File: config.mk
export PLATFORM = sky130hd
export DESIGN_NAME = uart_stim_tx
export DESIGN_NICKNAME = d
export VERILOG_FILES = /design/src/rtl/uart_stim_pkg.sv /design/src/rtl/uart_stim_fifo.sv /design/src/rtl/uart_stim_tx.sv
export SDC_FILE = /design/constraint.sdc
export NUM_CORES = 1
export LEC_CHECK = 0
export ABC_AREA = 0
export BUFFER_PORTS_ARGS = -buffer_cell sky130_fd_sc_hd__buf_2
export CORE_UTILIZATION = 65
export CTS_CLUSTER_DIAMETER = 80
export DETAILED_ROUTE_END_ITERATION = 16
export GPL_TIMING_DRIVEN = 0
export MAX_ROUTING_LAYER = met4
export PLACE_DENSITY = 0.83
export SLEW_MARGIN = 30
export SYNTH_ARGS = -nofsm -noshare
export SYNTH_HDL_FRONTEND = slang
export SYNTH_HIERARCHICAL = 1
export SYNTH_SLANG_ARGS = --single-unit
File: constraint.sdc
create_clock -name clk -period 6.09 [get_ports clk]
set_input_delay 0.609 -clock clk [delete_from_list [all_inputs] [get_ports clk]]
set_output_delay 0.609 -clock clk [all_outputs]
set_load 0.005 [all_outputs]
File: src/rtl/uart_stim_pkg.sv
// Shared types and helpers for the UART stimulus transmitter.
package uart_stim_pkg;

  // Transmit FSM states.
  typedef enum logic [2:0] {
    IDLE,
    START,
    DATA,
    PAR,
    STOP
  } tx_state_e;

  // PARITY parameter encodings.
  localparam int unsigned PAR_NONE = 0;
  localparam int unsigned PAR_EVEN = 1;
  localparam int unsigned PAR_ODD  = 2;

  // Length of one frame in bit periods, or in clk cycles if clks_per_bit is given.
  function automatic int unsigned frame_clks(input int unsigned parity,
                                             input int unsigned stop_bits,
                                             input int unsigned clks_per_bit = 1);
    int unsigned nbits;
    nbits = 9 + stop_bits;
    if (parity != PAR_NONE) nbits = nbits + 1;
    return nbits * clks_per_bit;
  endfunction

  // Parity bit for a byte: even = XOR of the bits, odd = its inverse.
  function automatic logic parity_bit(input logic [7:0] b, input int unsigned parity);
    return (parity == PAR_ODD) ? ~(^b) : (^b);
  endfunction

endpackage

File: src/rtl/uart_stim_fifo.sv
// Synchronous byte FIFO with first-word-fall-through read data.
module uart_stim_fifo
  import uart_stim_pkg::*;
#(
  parameter int unsigned AW = 4,
  parameter int unsigned DW = 8
) (
  input  logic          clk,
  input  logic          rst,
  input  logic          push,
  input  logic          pop,
  input  logic [DW-1:0] din,
  output logic [DW-1:0] dout,
  output logic          full,
  output logic          empty,
  output logic [AW:0]   level
);

  localparam int unsigned DEPTH = 2 ** AW;

  logic [DW-1:0] mem [DEPTH];
  logic [AW:0]   wr_ptr;
  logic [AW:0]   rd_ptr;
  logic          do_push;
  logic          do_pop;

  assign do_push = push & ~full;
  assign do_pop  = pop & ~empty;

  // Pointer registers; one extra MSB distinguishes full from empty.
  always_ff @(posedge clk) begin
    if (rst) begin
      wr_ptr <= '0;
      rd_ptr <= '0;
    end else begin
      if (do_push) wr_ptr <= wr_ptr + {{AW{1'b0}}, 1'b1};
      if (do_pop)  rd_ptr <= rd_ptr + {{AW{1'b0}}, 1'b1};
    end
  end

  // Storage array; contents are left stale on reset since pointers gate all reads.
  always_ff @(posedge clk) begin
    if (do_push) mem[wr_ptr[AW-1:0]] <= din;
  end

  assign dout  = mem[rd_ptr[AW-1:0]];
  assign empty = (wr_ptr == rd_ptr);
  assign full  = (wr_ptr[AW] != rd_ptr[AW]) && (wr_ptr[AW-1:0] == rd_ptr[AW-1:0]);
  assign level = wr_ptr - rd_ptr;

endmodule

File: src/rtl/uart_stim_tx.sv
// UART transmitter fed from a byte FIFO; drives the bench's serial RX pad.
module uart_stim_tx
  import uart_stim_pkg::*;
#(
  parameter int unsigned CLKS_PER_BIT = 868,
  parameter int unsigned FIFO_AW      = 4,
  parameter int unsigned PARITY       = 0,
  parameter int unsigned STOP_BITS    = 1
) (
  input  logic               clk,
  input  logic               rst,
  input  logic [7:0]         data_i,
  input  logic               valid_i,
  output logic               ready_o,
  output logic               tx_o,
  output logic               busy_o,
  output logic [FIFO_AW:0]   level_o
);

  localparam int unsigned        BAUD_W      = $clog2(CLKS_PER_BIT);
  localparam logic [BAUD_W-1:0]  BAUD_RELOAD = BAUD_W'(CLKS_PER_BIT - 1);
  localparam logic [BAUD_W-1:0]  BAUD_ONE    = BAUD_W'(1);
  localparam logic [2:0]         STOP_LAST   = 3'(STOP_BITS - 1);

  tx_state_e         state, state_n;
  logic [BAUD_W-1:0] baud_cnt, baud_n;
  logic [2:0]        bit_cnt, bit_n;
  logic [7:0]        shreg, shreg_n;
  logic              par_q, par_n;
  logic              busy_q, busy_d;
  logic              tx_c;
  logic              pop;
  logic [7:0]        fifo_dout;
  logic              fifo_full;
  logic              fifo_empty;
  logic [FIFO_AW:0]  fifo_level;

  uart_stim_fifo #(
    .AW (FIFO_AW),
    .DW (8)
  ) u_fifo (
    .clk   (clk),
    .rst   (rst),
    .push  (valid_i),
    .pop   (pop),
    .din   (data_i),
    .dout  (fifo_dout),
    .full  (fifo_full),
    .empty (fifo_empty),
    .level (fifo_level)
  );

  // FSM and datapath registers.
  always_ff @(posedge clk) begin
    if (rst) begin
      state    <= IDLE;
      baud_cnt <= '0;
      bit_cnt  <= '0;
      shreg    <= '0;
      par_q    <= 1'b0;
      busy_q   <= 1'b0;
    end else begin
      state    <= state_n;
      baud_cnt <= baud_n;
      bit_cnt  <= bit_n;
      shreg    <= shreg_n;
      par_q    <= par_n;
      busy_q   <= busy_d;
    end
  end

  // Next-state, line level and pop decision.
  // The end of STOP pops straight into START so back-to-back frames have no idle cycle.
  always_comb begin
    state_n = state;
    baud_n  = baud_cnt;
    bit_n   = bit_cnt;
    shreg_n = shreg;
    par_n   = par_q;
    pop     = 1'b0;
    tx_c    = 1'b1;
    case (state)
      IDLE: begin
        tx_c = 1'b1;
        if (!fifo_empty) begin
          pop     = 1'b1;
          shreg_n = fifo_dout;
          par_n   = parity_bit(fifo_dout, PARITY);
          bit_n   = '0;
          baud_n  = BAUD_RELOAD;
          state_n = START;
        end
      end
      START: begin
        tx_c = 1'b0;
        if (baud_cnt == '0) begin
          baud_n  = BAUD_RELOAD;
          bit_n   = '0;
          state_n = DATA;
        end else begin
          baud_n = baud_cnt - BAUD_ONE;
        end
      end
      DATA: begin
        tx_c = shreg[0];
        if (baud_cnt == '0) begin
          baud_n  = BAUD_RELOAD;
          shreg_n = {1'b0, shreg[7:1]};
          if (bit_cnt == 3'd7) begin
            bit_n   = '0;
            state_n = (PARITY != PAR_NONE) ? PAR : STOP;
          end else begin
            bit_n = bit_cnt + 3'd1;
          end
        end else begin
          baud_n = baud_cnt - BAUD_ONE;
        end
      end
      PAR: begin
        tx_c = par_q;
        if (baud_cnt == '0) begin
          baud_n  = BAUD_RELOAD;
          bit_n   = '0;
          state_n = STOP;
        end else begin
          baud_n = baud_cnt - BAUD_ONE;
        end
      end
      STOP: begin
        tx_c = 1'b1;
        if (baud_cnt == '0) begin
          baud_n = BAUD_RELOAD;
          if (bit_cnt == STOP_LAST) begin
            bit_n = '0;
            if (!fifo_empty) begin
              pop     = 1'b1;
              shreg_n = fifo_dout;
              par_n   = parity_bit(fifo_dout, PARITY);
              state_n = START;
            end else begin
              state_n = IDLE;
            end
          end else begin
            bit_n = bit_cnt + 3'd1;
          end
        end else begin
          baud_n = baud_cnt - BAUD_ONE;
        end
      end
      default: begin
        state_n = IDLE;
      end
    endcase
  end

  // Busy looks ahead one cycle so it drops together with the return to IDLE.
  always_comb begin
    busy_d = (state_n != IDLE) | (valid_i & ~fifo_full) | (~fifo_empty & ~pop);
  end

  assign tx_o    = tx_c;
  assign busy_o  = busy_q;
  assign ready_o = ~fifo_full;
  assign level_o = fifo_level;

endmodule

==> qor.yml, run 1 <==
drt:
  wl_per_cell_um: 21.24
  drt-initial-drc-count: 333
  wl_met3_um: 974
  top_layer: "met4"
  drtAntennaViolNets: 0
  met1_length_um: 5925
  drc: 0
  vias: 4256
  vias_per_cell: 6.352
  wirelength_um: 14230
  dr.pass1.iters: 5
  met2WireLength_um: 7069
clocking:
  clk_pin_slew_ps: 60
  htreeDepth: 4
  cts_root_buf: "clkbuf_8"
  cts.sinks: 168
  cts_tree: "built"
  insertion_delay_ps: 540
  cts_resized: 0
  numCtsBuffers: 17
  cts_hold_buf: 0
  cts_setup_buffers: 0
  clk_path_buf_depth: 2
power_and_ir_drop:
  vdd_ir_drop_max_v: 0.0003181
  p_leak_uw: 0.002712
  p_per_area_nw_per_um2: 406.6
timing:
  maxSlewViolCount: 0
  worst_pin_slew_ps: 906.1
  hold_ws_ps: 372.9
  finalCriticalPeriod_ps: 2882
  fin_ws_ps: 3208
  skew_ps: 6.695
  rsz0062_at_grt: "no"
  period_share_pct: 47.33
  fin_tns_setup_ps: 0
  maxClockFrequency_mhz: 346.9
  setup_viol: 0
  hold_violations: 0
  max_slew_margin_pct: 39.37
logic_synthesis:
  ys_seq_area_share_pct: 64.15
  yosys_most_used_dff: "edfxtp_1"
  ys_ff_latch: 168
  synth_most_common_cell: "edfxtp_1"
  syn-instance-count: 480
  yosysTopAreaCell: "edfxtp_1"
  ys_warn_count: 6
  synth_area_leaders: "edfxtp_1 (53%), dfxtp_1 (11%), mux4_2 (10%), ha_1 (2.2%), nor2_1 (2.1%)"
  netlist_area_um2: 7239
  ys_async_sr_fraction_pct: 0
  syn_nets: 505
  synth_common_cells: "edfxtp_1 (128), dfxtp_1 (40), nor2_1 (40)"
  synth.distinct_cells: 61
  synth.top_cell.area_share_pct: 53.09
  synth_area_per_cell_um2: 15.08
  synth_edf_count: 128
setup_path:
  crit_buf_inv: 3
  max_stage_delay_ps: 400
  worstPathMaxFanout: 4
  cp_slowest_cell: "fa_1"
  crit_arrival_ps: 2270
  setup.worst_path.start_class: "register"
  critPathTopFamily: "adder cells"
  critPathKind: "reg2out"
  cp-end-kind: "output pin"
  crit_chain: "inv_1, ha_1, inv_1, fa_1, a21o_1, a21oi_1, xnor2_1, buf_2"
  cp_common_cell: "inv_1"
  worstRegToRegCells: 8
  cp_num_cells: 8
  cp.required_ps: 5480
final_layout:
  nNetsFinal: 543
  stdcell_area_um2: 8064
  antenna_cells: 0
  area_delta_synth_final_pct: 11.39
  drive_gt1_share_pct: 20.38
  final_cells: 670
  fillers: 626
die:
  initial_core_util_pct: 66.78
  fp.dieW_um: 107.5
  coreArea_um2: 10840
  io_pins: 19
  rows: 38
  die_h_um: 107.5
  die-area_um2: 11560
grt:
  grt_pass1_vias: 4227
  grt_pass1_wl_um: 22310
  grt_overflow_total: 0
  grt_start_max_net_pins: 17
  antenna_found_initial: 0
  gr-usage-all-layers_pct: 28.04
run:
  cap_violations: 0
placed_design:
  dp.cells: 639
  io_buffer_count: 18
  post-dp-hpwl_um: 9237
  place_ws_ps: 3397
  gp_congestion: 0.8326
  placed_area_um2: 7537
min_path:
  hold_path_class: "in2reg"
  hold_depth: 2
status:
  outcome: "complete, no violations"
## power by group
part	switching, uW	internal, uW
combinational	512	439
clock	417	533
sequential	67.3	1310
## stage by stage
stage	utilization (%)	power (uW)
floorplan	-	2126
global placement	69.23	2309
detailed placement	69.53	2340
CTS	74.37	3296
global route	74.39	3446
finish	74.39	3279
## layout by cell type, fill, tap and decap left out, types with 7 or more instances in the layout
cell	count
inv_1	18
ha_1	13
mux2_1	7
dfxtp_1	40
a21oi_1	14
nor2_1	39
mux4_2	32
nand2_1	15
a22oi_1	17
nor2b_1	10
nand3_1	12
clkbuf_16	16
xnor2_1	17
mux2i_1	9
buf_2	23
edfxtp_1	128
clkbuf_1	7
xor2_1	7
## kinds of logic after synthesis
family,synth area share [%]
flops,64.15
simple gates,8.676
compound gates,7.017
mux,12.29
buf+inv,2.212
xor+xnor,3.128
fa+ha+maj,2.523
## worst paths after layout
path / from / end / slack, ps
hold / removal: rst / u_fifo/rd_ptr[3]$_SDFFE_PP0P_ / 370
hold reg to reg: shreg[7]$_SDFFE_PP0P_ / shreg[7]$_SDFFE_PP0P_ / 480
setup / recovery: u_fifo/wr_ptr[0]$_SDFFE_PP0P_ / level_o[4] / 3210
setup reg to reg: register / par_q$_SDFFE_PP0P_ / 3290
## metal layers
metal | vias up | track usage (%)
met1 | 2143 | 35.30
li1 | 1936 | -
met5 | - | -
met2 | 150 | 43.09
met3 | 27 | 8.535
met4 | 0 | 10.96
## state kept, by name, summed over array words and instances, names as in the netlist, named ones only
register,cells
u_fifo/wr_ptr,5
u_fifo/rd_ptr,5
shreg,8
state,3
busy_o,1
baud_cnt,10
par_q,1
bit_cnt,3
u_fifo/mem,128
## cell type report
cell class / count / area (um2) / share of cell area, %
Sequential cell: 168 / 4644 / 57.60
Multi-Input combinational cell: 274 / 2462 / 30.54
Clock buffer: 17 / 414.1 / 5.136
Tap cell: 140 / 175.2 / 2.172
Clock inverter: 14 / 110.1 / 1.365
Timing Repair Buffer: 19 / 97.59 / 1.210
Buffer: 20 / 92.59 / 1.148
Inverter: 18 / 67.56 / 0.8379
(Power assumes the default switching activity.)
==> run 2, diff against run 1 <==
--- a/config.mk
+++ b/config.mk
@@ -7,12 +7,12 @@
 export LEC_CHECK = 0
 export ABC_AREA = 0
 export BUFFER_PORTS_ARGS = -buffer_cell sky130_fd_sc_hd__buf_2
-export CORE_UTILIZATION = 65
+export CORE_UTILIZATION = 56
 export CTS_CLUSTER_DIAMETER = 80
 export DETAILED_ROUTE_END_ITERATION = 16
 export GPL_TIMING_DRIVEN = 0
 export MAX_ROUTING_LAYER = met4
-export PLACE_DENSITY = 0.83
+export PLACE_DENSITY = 0.76
 export SLEW_MARGIN = 30
 export SYNTH_ARGS = -nofsm -noshare
 export SYNTH_HDL_FRONTEND = slang
==> constraint.sdc (replaced) <==
create_clock -name clk -period 2.4 [get_ports clk]
set_input_delay 0.24 -clock clk [delete_from_list [all_inputs] [get_ports clk]]
set_output_delay 0.24 -clock clk [all_outputs]
set_load 0.005 [all_outputs]
==> qor.yml, run 2 (synthesis gave the netlist of run 1 again) <==
clocking:
  cts_hold_buf: 0
  numCtsBuffers: 17
  clk_pin_slew_ps: 60
  cts_root_buf: "clkbuf_16"
  cts.sinks: 168
  cts_tree: "built"
  clk_path_buf_depth: 2
  htreeDepth: 4
  insertion_delay_ps: 430
final_layout:
  antenna_cells: 0
  final_cells: 720
  mostFrequentLayoutCell: "edfxtp_1"
  area_delta_synth_final_pct: 21.36
  drive_gt1_share_pct: 34.85
  final_cell_mix: "edfxtp_1 (128), dfxtp_1 (33), mux4_2 (32)"
  nNetsFinal: 560
  largest_reg_flops: 128
timing:
  skew_ps: 8.354
  maxSlewViolCount: 0
  period_share_pct: 100.4
  worst_pin_slew_ps: 829.0
  max_slew_margin_pct: 44.62
  maxClockFrequency_mhz: 415.1
  rsz0062_at_grt: "yes"
  setup_viol: 1
  finalCriticalPeriod_ps: 2409
  hold_violations: 0
  fin_ws_ps: -8.881
die:
  rows: 41
  io_pins: 19
  fp.dieW_um: 115.7
  coreArea_um2: 12620
  die-area_um2: 13390
  initial_core_util_pct: 57.37
  die_h_um: 115.7
drt:
  wl_per_cell_um: 21.87
  wirelength_um: 15750
  drt-initial-drc-count: 400
  dr.pass1.iters: 5
  drtAntennaViolNets: 0
  drc: 0
  vias_per_cell: 6.110
  vias: 4399
min_path:
  hold_depth: 2
  hold_path_class: "in2reg"
  min_from: "rst"
power_and_ir_drop:
  seq_power_share_pct: 38.1
  comb_power_share_pct: 34.2
  finalPower_uw: 9232
  vdd_ir_drop_max_v: 0.0008451
  p_per_area_nw_per_um2: 1051
  clkPwrFrac_pct: 27.7
  p_sw_share_pct: 31.32
  switching_power_uw: 2891
  internal_power_uw: 6340
  p_leak_uw: 0.002907
status:
  outcome: "finished, violations left"
  violations: "negative setup slack"
setup_path:
  rrSetupSlack_ps: -9
  crit_buf_inv: 1
  rr_startpoint: "baud_cnt[0]$_SDFFE_PP0P_"
  critPathTopFamily: "compound AO/OA/AOI/OAI gates"
  cp.required_ps: 2690
  worstRegToRegCells: 8
  setup.worst_path.start_class: "register"
  cp_slowest_cell: "or4b_4"
  reg2reg_to: "u_fifo/rd_ptr[3]$_SDFFE_PP0P_"
  crit_chain: "inv_2, ha_4, or4b_4, o41ai_4, and2_4, o21ai_2, o21ai_0, a21oi_2"
  worstPathMaxFanout: 4
  critPathKind: "reg2reg"
  crit_arrival_ps: 2700
  cp-end-kind: "register"
  max_stage_delay_ps: 500
placed_design:
  gp_congestion: 0.8684
  dp.cells: 671
  io_buffer_count: 18
  post-dp-hpwl_um: 9700
run:
  cap_violations: 0
grt:
  gr-usage-all-layers_pct: 24.55
  grt_overflow_total: 0
  grt_start_max_net_pins: 17
  antenna_found_initial: 0
  grt_pass1_vias: 4161
  grt_pass1_wl_um: 22450
-- run 2: cell count changes in the layout (fill, tap and decap cells not counted), sizes merged --
| cell | delta |
|---|---|
| clkinvlp | -1 |
| inv | +4 |
| buf | +15 |
| clkinv | -2 |
| clkbuf | +2 |
-- run 2: routing by layer --
metal	GRT usage [%]	routed length (um)
met1	30.90	6379
met2	38.68	8250
met3	5.805	840
met4	10.00	275
met5	-	0
-- run 2: what timing repair did --
action	4_1_cts	5_1_grt
pin swaps	2	19
cloned	0	0
gates resized for setup	30	79
buffers inserted	5	12
setup endpoints to repair	125	144
-- run 2: metrics by stage --
| stage | worst slack, ps | setup TNS, ps | hold WS, ps | cell area, um2 | util [%] |
|---|---|---|---|---|---|
| 2_1_floorplan | 129.5 | 0 | 309.1 | 7239 | - |
| 3_5_place_dp | -321.3 | -19820 | 477.2 | 7577 | 60.04 |
| 6_report | -8.881 | -8.881 | 91.96 | 8786 | 69.62 |
| 5_1_grt | -77.23 | -409.5 | 82.44 | 8786 | 69.62 |
| 3_3_place_gp | -481.9 | -24190 | 462.6 | 7545 | 59.79 |
| 4_1_cts | -192.2 | -8595 | 61.52 | 8300 | 65.77 |
-- run 2: worst reg2reg max path: stages, from the launching register on --
cell and delay, ps:
dfxtp_2 330, inv_2 70, ha_4 140, or4b_4 500, o41ai_4 360, and2_4 250
o21ai_2 100, o21ai_0 420, a21oi_2 110
-- run 2: worst max path at each step --
stage	startpoint	to	cells past startpoint	slack, ps
2_1_floorplan	baud_cnt[0]$_SDFFE_PP0P_	u_fifo/rd_ptr[4]$_SDFFE_PP0P_	9	130
3_3_place_gp	u_fifo/rd_ptr[2]$_SDFFE_PP0P_	u_fifo/mem[0][1]$_DFFE_PP_	6	-480
3_5_place_dp	register	par_q$_SDFFE_PP0P_	9	-320
4_1_cts	u_fifo/rd_ptr[2]$_SDFFE_PP0P_	u_fifo/mem[5][7]$_DFFE_PP_	6	-190
5_1_grt	baud_cnt[0]$_SDFFE_PP0P_	u_fifo/rd_ptr[4]$_SDFFE_PP0P_	9	-80
6_report	baud_cnt[0]$_SDFFE_PP0P_	u_fifo/rd_ptr[3]$_SDFFE_PP0P_	8	-9
-- run 2: power by group through the flow --
stage / combinational (uW) / sequential [uW] / clock, uW
6_report: 3160 / 3520 / 2560
4_1_cts: 2600 / 3490 / 2580
3_3_place_gp: 2340 / 3540 / 0
3_5_place_dp: 2420 / 3550 / 0
5_1_grt: 3390 / 3550 / 2700
2_1_floorplan: 1890 / 3510 / 0
-- run 2: cell type report --
| class | count | area [um2] |
|---|---|---|
| timing repair buffer | 36 | 300.3 |
| sequential | 168 | 4656 |
| inverter | 18 | 67.56 |
| clock buffer | 17 | 425.4 |
| fill | 808 | 3834 |
| tap | 172 | 215.2 |
| buffer | 20 | 150.1 |
| multi-input combinational | 274 | 2848 |
| clock inverter | 15 | 123.9 |
==> run 3, diff against run 2 <==
--- a/config.mk
+++ b/config.mk
@@ -10,7 +10,6 @@
 export CORE_UTILIZATION = 56
 export CTS_CLUSTER_DIAMETER = 80
 export DETAILED_ROUTE_END_ITERATION = 16
-export GPL_TIMING_DRIVEN = 0
 export MAX_ROUTING_LAYER = met4
 export PLACE_DENSITY = 0.76
 export SLEW_MARGIN = 30
==> qor.yml, run 3 (synthesis gave the netlist of run 1 again) <==
min_path:
  hold_path_class: "in2reg"
  min_from: "valid_i"
  hold_depth: 3
  hold_end: "u_fifo/wr_ptr[1]$_SDFFE_PP0P_"
power_and_ir_drop:
  p_leak_uw: 0.002907
  finalPower_uw: 8771
  p_per_area_nw_per_um2: 1037
  vdd_ir_drop_max_v: 0.0007119
die:
  io_pins: 19
  fp.dieW_um: 115.7
  initial_core_util_pct: 57.37
  rows: 41
  coreArea_um2: 12620
  die_h_um: 115.7
  die-area_um2: 13390
grt:
  grt_pass1_vias: 4189
  grt_overflow_total: 0
  grt_pass1_wl_um: 22590
  antenna_found_initial: 0
  gr-usage-all-layers_pct: 24.60
  grt_start_max_net_pins: 33
timing:
  max_slew_margin_pct: 58.59
  setup_viol: 0
  maxSlewViolCount: 0
  rsz0062_at_grt: "yes"
  finalCriticalPeriod_ps: 2380
  hold_violations: 0
  maxClockFrequency_mhz: 420.1
  worst_pin_slew_ps: 616.7
  period_share_pct: 99.18
  skew_ps: 10.84
  hold_ws_ps: 174.5
setup_path:
  crit_buf_inv: 1
  worstPathMaxFanout: 4
  critPathKind: "reg2reg"
  setup.worst_path.start_class: "register"
  critPathTopFamily: "simple AND/OR/NAND/NOR gates"
  rrSetupSlack_ps: 20
  max_stage_delay_ps: 500
  cp-end-kind: "register"
  crit_chain: "inv_1, ha_1, or4b_4, o41ai_4, and2_4, nand2_1, a2111oi_2, xnor2_1, nor2_1"
  cp_slowest_cell: "or4b_4"
  worstRegToRegCells: 9
  rr_startpoint: "baud_cnt[0]$_SDFFE_PP0P_"
  reg2reg_to: "u_fifo/rd_ptr[4]$_SDFFE_PP0P_"
  crit_arrival_ps: 2680
  cp.required_ps: 2700
placed_design:
  placed_area_um2: 7791
  gp_congestion: 0.7998
  io_buffer_count: 18
  post-dp-hpwl_um: 9671
clocking:
  clk_path_buf_depth: 2
  insertion_delay_ps: 420
  htreeDepth: 4
  cts.sinks: 168
  clk_pin_slew_ps: 60
  cts_tree: "built"
  numCtsBuffers: 17
  cts_root_buf: "clkbuf_16"
  cts_hold_buf: 0
final_layout:
  area_delta_synth_final_pct: 16.83
  fillers: 864
  post-route-util_pct: 67.02
  stdcell_area_um2: 8458
  mostFrequentLayoutCell: "edfxtp_1"
  nNetsFinal: 564
  multi_input_area_um2: 2561
  regArea_um2: 4646
  largest_reg_flops: 128
  drive_gt1_share_pct: 28.68
  antenna_cells: 0
  final_cell_mix: "edfxtp_1 (128), dfxtp_1 (39), buf_4 (39)"
status:
  outcome: "complete, no violations"
drt:
  drt-initial-drc-count: 338
  vias: 4297
  wirelength_um: 14930
  drtAntennaViolNets: 0
  vias_per_cell: 5.943
  wl_per_cell_um: 20.65
  drc: 0
  dr.pass1.iters: 4
run:
  cap_violations: 0
==> run 3: worst register-to-register path, delay by kind of cell (launching register included) <==
| family | cells | cell delay, ps |
|---|---|---|
| adders and majority gates | 1 | 210 |
| buffers and inverters | 1 | 80 |
| DFF | 1 | 320 |
| AOI/OAI and AO/OA | 2 | 640 |
| and+or+nand+nor | 4 | 860 |
| xor gates and xnor gates | 1 | 160 |
==> run 3: power by group <==
part	total [uW]	switching [uW]	internal, uW
sequential	3540	213	3330
clock	2450	1120	1330
combinational	2780	1380	1400
==> run 3: layer usage <==
| layer | up-vias | wire [um] | track usage (%) |
|---|---|---|---|
| met3 | 18 | 788 | 5.387 |
| met2 | 113 | 7871 | 40.40 |
| met1 | 2193 | 6072 | 30.81 |
| met4 | 0 | 195 | 7.607 |
| li1 | 1973 | - | - |
| met5 | - | 0 | - |
==> run 3: how the worst max path moves through the flow <==
stage / depth (start not counted) / endpoint / start / slack [ps]
2_1_floorplan: 9 / u_fifo/rd_ptr[4]$_SDFFE_PP0P_ / baud_cnt[0]$_SDFFE_PP0P_ / 130
3_3_place_gp: 9 / bit_cnt[0]$_SDFFE_PP0P_ / u_fifo/rd_ptr[3]$_SDFFE_PP0P_ / 100
3_5_place_dp: 9 / u_fifo/rd_ptr[4]$_SDFFE_PP0P_ / baud_cnt[0]$_SDFFE_PP0P_ / -20
4_1_cts: 8 / par_q$_SDFFE_PP0P_ / register / 20
5_1_grt: 9 / bit_cnt[0]$_SDFFE_PP0P_ / u_fifo/rd_ptr[1]$_SDFFE_PP0P_ / -120
6_report: 9 / u_fifo/rd_ptr[4]$_SDFFE_PP0P_ / baud_cnt[0]$_SDFFE_PP0P_ / 20
==> run 3: through the flow <==
step	setup slack, ps	TNS, ps	std cells
2_1_floorplan	129.5	0	480
3_5_place_dp	-22.47	-22.47	690
6_report	19.76	0	723
3_3_place_gp	96.23	0	690
4_1_cts	15.98	0	721
5_1_grt	-120.8	-292.8	723
==> run 3: repair_timing <==
action / 4_1_cts / 5_1_grt
pin swaps: 0 / 2
resized for setup: 4 / 22
endpoints found under the setup margin: 6 / 45
buffers inserted: 0 / 2
==> run 3: area by class of cell <==
cell class | count | area share (%)
Clock buffer | 19 | 5.118
Clock inverter | 12 | 1.095
Inverter | 18 | 0.7988
Multi-Input combinational cell | 274 | 30.28
Sequential cell | 168 | 54.93
Tap cell | 172 | 2.544
Timing Repair Buffer | 60 | 5.237
